--- config.mk ---
export PLATFORM = sky130hd
export DESIGN_NAME = ccip_host_mem_rsp_fifo
export DESIGN_NICKNAME = d
export VERILOG_FILES = /design/src/rtl/ccip_host_mem_rsp_fifo.sv
export SDC_FILE = /design/constraint.sdc
export NUM_CORES = 1
export LEC_CHECK = 0
export CORE_MARGIN = 2
export CORE_UTILIZATION = 60
export CTS_BUF_LIST = sky130_fd_sc_hd__clkbuf_4
export CTS_CLUSTER_DIAMETER = 50
export DETAILED_ROUTE_END_ITERATION = 10
export PLACE_DENSITY_LB_ADDON = 0.08
export SKIP_CTS_REPAIR_TIMING = 1
export SYNTH_ARGS = -nofsm -noshare
export SYNTH_HDL_FRONTEND = slang
export SYNTH_SLANG_ARGS = --single-unit
--- constraint.sdc ---
create_clock -name clk -period 8.4 [get_ports clk]
set_clock_uncertainty 0.1 [all_clocks]
set_input_delay 0.84 -clock clk [delete_from_list [all_inputs] [get_ports clk]]
set_output_delay 0.84 -clock clk [all_outputs]
set_load 0.03 [all_outputs]
--- src/rtl/ccip_host_mem_rsp_fifo.sv ---
// rtl/ccip_host_mem_rsp_fifo.sv - in-order response FIFO with registered occupancy
module ccip_host_mem_rsp_fifo #(
  parameter int WIDTH = 8,
  parameter int DEPTH = 16
) (
  input  logic                     clk,
  input  logic                     reset,
  input  logic                     pushValid,
  input  logic [WIDTH-1:0]         pushData,
  input  logic                     pop,
  output logic [WIDTH-1:0]         popData,
  output logic [$clog2(DEPTH):0]   count,
  output logic                     empty
);

  localparam int PTR_W = $clog2(DEPTH);
  localparam int CNT_W = PTR_W + 1;
  localparam logic [CNT_W-1:0] FULL_CNT = CNT_W'(DEPTH);

  logic [WIDTH-1:0] store [DEPTH];
  logic [PTR_W-1:0] wrPtr;
  logic [PTR_W-1:0] rdPtr;
  logic             doPush;
  logic             doPop;

  // A push into a full FIFO is only legal when the head leaves in the same cycle
  assign doPop   = pop && (count != '0);
  assign doPush  = pushValid && ((count != FULL_CNT) || doPop);
  assign popData = store[rdPtr];
  assign empty   = (count == '0);

  // Entry storage; no reset needed since occupancy gates every read
  always_ff @(posedge clk) begin
    if (doPush) begin
      store[wrPtr] <= pushData;
    end
  end

  // Pointer and occupancy bookkeeping; push and pop together leave count unchanged
  always_ff @(posedge clk) begin
    if (reset) begin
      wrPtr <= '0;
      rdPtr <= '0;
      count <= '0;
    end else begin
      wrPtr <= wrPtr + PTR_W'(doPush);
      rdPtr <= rdPtr + PTR_W'(doPop);
      count <= count + CNT_W'(doPush) - CNT_W'(doPop);
    end
  end

endmodule

==> impl_results.md <==
* Site Rows at 35
* Synth Area in Compound Gates at between 2 and 3%
* Clock root cell: clkbuf_4
* #FFs+latches synth at around 140
* Clock-pin transition on the worst setup and hold timing paths at about 0.11 ns
* Drt initial violations at between 150 and 200
* Clk sinks at ~140
* # IOs at 26
* Final Slew Violations at 0
* Crit-path max FO at 33
* Final wirelength at around 10 mm
* Die Area at 10,200 sq um
* Simple-gate share of the synthesized area at under 10%
* Layout Area Growth over Synthesis at 11.9%
* Multiplexer share of the synthesized area at between 10% and 20%
* Largest net degree at the start of global routing at 34
* Reg power frac at around half
* RSZ-0062 raised after global routing: false
* Number of global-route vias before repair at around 2,800
* Net Switching at 480 uW
* Hold wc startpoint: rdPtr[3]
* Initial Utilization at slightly above 60%
* Fin Setup TNS at 0 ns
* Crit. Startpoint: rdPtr[0]
* Power Internal at around 1.2 mW
* Initial antenna violation count at 0
* Post-Syn Instances at ~290
* Peak VDD IR at between 0.0002 and 0.00025 V
* Max Freq at ~0.24 GHz
* Minimum period implied by the final worst setup slack at around 4.2 ns
* Placed cell area at 5980 sq um
* MaxCap Viol Count at 0
* GPL Wtd Cong at roughly 0.77
* Worst Path Required at between 7 and 8 ns
* Post-Synthesis Cell Area at roughly 5600 sq um
* Vias at between 2,000 and 3,000
* Mapped Nets at between 300 and 400
* Vias/cell at ~6.1
* Nets at 346
* Post-route DRC at 0
* Number of CTS-inserted buffers at 17
* Final HPWL DP at about 6.5 mm
* Yosys cell types at 30
* Clock Tree Buf Depth at 2
* Syn. warnings at 0
* Startpoint Class: flip-flop
* Fillers at approximately 600
* Final period util at 50.1%
* Logic pwr share at 23.0%
* Syn_area_per_cell at 19.6 sq um
* Xor/xnor share of the synthesized area at 1.09%
* Relative slew slack at about 25%
* TritonCTS clock tree: done
* Ratio of cells with drive above 1 in the final layout at a little under a fifth
* Top layer in use: met4
* Adder-Cell Fraction of Synth Area at 2.57%
* H-Tree Depth at 4
* Final Hold Vio Count at 0
* Post-synthesis sequential area ratio at approximately 73%
* Total congestion overflow at 0
* Met3 wire length at 485 microns
* WL/cell at ~23 microns
* Critical Path AT at 3.27 ns
* Worst slew pin tran at 1.13 ns
* Core Box Area at just over 9000 sq um
* Clock network fraction of design power at approximately 28%
* Global-route wire length before repair at approximately 16 mm
* Switching part of the total power at ~28%
* GRT Resource Usage Total at between 20% and 30%
* Final non-filler cell area at between 6000 and 7000 sq um
* Worst reg2reg startpoint: count[3]
* Initial DRT Pass Iterations at 6
* PD cells at between 200 and 300 nW/um^2
* Clk Latency, worst-skew pair at 0.49 ns
* Largest family of logic cells by synthesized area: multiplexers
* Setup violators final at 0
* Worst min-delay path class: flip-flop to flip-flop
* Status: finished, final reports clean
* Worst setup EP type: primary output
* Remaining antenna violation count at 0
* Die height at approximately 100 microns
* Leakage power at between 2 and 2.5 nW
* Buffers on Ports at 25
* Die W at 101 microns
* N_diodes at 0
* WL met1 at 4.67 mm
* DR WL met2 at approximately 5.2 mm
* CP Class: flip-flop to primary output
[path summary, 6_finish.rpt]
check,depth (start not counted),slack (ns),endpoint
setup / recovery,4,4.19,popData[3]
hold / removal,2,0.52,rdPtr[3]
setup reg to reg,12,5.28,count[4]
hold reg to reg,2,0.52,rdPtr[3]
[state kept, by name, summed over array words and instances, names as in the netlist]
| signal | cells |
|---|---|
| rdPtr | 4 |
| wrPtr | 4 |
| count | 5 |
| store | 128 |
[layer usage]
layer / vias to the layer above / global-route usage (%)
li1: 1239 / -
met1: 1399 / 31.7
met2: 89 / 36.6
met3: 9 / 5.83
met4: 0 / 6.55
met5: - / 0
[critical path: stages, from the launching register on]
cell             delay (ns)
dfxtp_2                1.09
mux4_1                 0.66
a22oi_1                0.31
nand2_1                0.10
clkdlybuf4s50_1        0.59
[cells by family after synthesis]
group	count (synthesis)
buf+inv	20
compound gates	22
fa+ha+maj	11
flops	141
simple gates	55
mux	32
xor+xnor	7
[final cells by class]
class / instances / area [sq um] / area share (%)
multi-input cells: 127 / 1430 / 22.6
inverters: 6 / 22.5 / 0.357
flip-flops and latches: 141 / 4110 / 65.1
clock buffers: 18 / 135 / 2.14
clock inverters: 14 / 193 / 3.05
well taps: 111 / 139 / 2.20
repair buffers: 30 / 288 / 4.56
[per-stage QoR]
step           power [mW]  instances  util [%]  hold WS, ns  setup slack (ns)
3_3_place_gp         1.26        415      65.0        0.452              4.70
5_1_grt              1.81        447      68.6        0.545              3.95
6_report             1.72        447      68.6        0.519              4.19
3_5_place_dp         1.26        415      65.0        0.474              4.72
2_1_floorplan        1.15        288         -        0.422              5.00
4_1_cts              1.74        447      68.6        0.515              4.14
[power groups by stage]
stage          sequential [mW]  clock [mW]  combinational [mW]
2_1_floorplan            0.839           0               0.308
3_3_place_gp             0.865           0               0.393
3_5_place_dp             0.866           0               0.397
4_1_cts                  0.850       0.487               0.398
5_1_grt                  0.859       0.519               0.428
6_report                 0.849       0.479               0.395
[placed cells by master (no fill, tap or decap)]
master,instances
xnor2_1,4
clkbuf_4,18
nand2_1,10
edfxtp_1,128
fa_1,1
or3b_2,3
clkinvlp_4,3
nand2b_1,3
inv_1,6
mux4_1,14
or3_1,2
a21oi_1,3
clkinv_4,2
dfxtp_1,12
clkdlybuf4s50_1,25
and2b_1,1
buf_4,5
nor4_2,1
a21o_1,1
xor2_1,3
a22oi_1,16
clkinv_2,3
dfxtp_2,1
o21ai_0,1
nor3_1,4
nand3_1,2
mux4_2,18
bufinv_16,4
nor2b_1,8
nor2_1,18
and2_1,1
nor3_2,2
inv_6,2
o21ai_2,1
ha_1,10
[synth_stat cells, drive strengths merged]
cell,number,share of area (%)
nand2b,3,0.33
and2b,1,0.13
buf,7,1.0
o21ai,2,0.24
a22oi,16,2.1
nor3,6,0.53
nor4,1,0.11
ha,10,2.2
xor2,3,0.47
or3,2,0.22
nand2,10,0.67
a21oi,3,0.27
xnor2,4,0.62
nor2,18,1.2
dfxtp,13,4.6
nand3,2,0.18
and2,1,0.11
nor2b,8,0.89
clkbuf,4,0.27
mux4,32,14
fa,1,0.36
edfxtp,128,68
inv,6,0.40
clkdlybuf4s25,3,0.53
or3b,3,0.47
a21o,1,0.13
No activity file was read; power rests on OpenSTA's default activity.
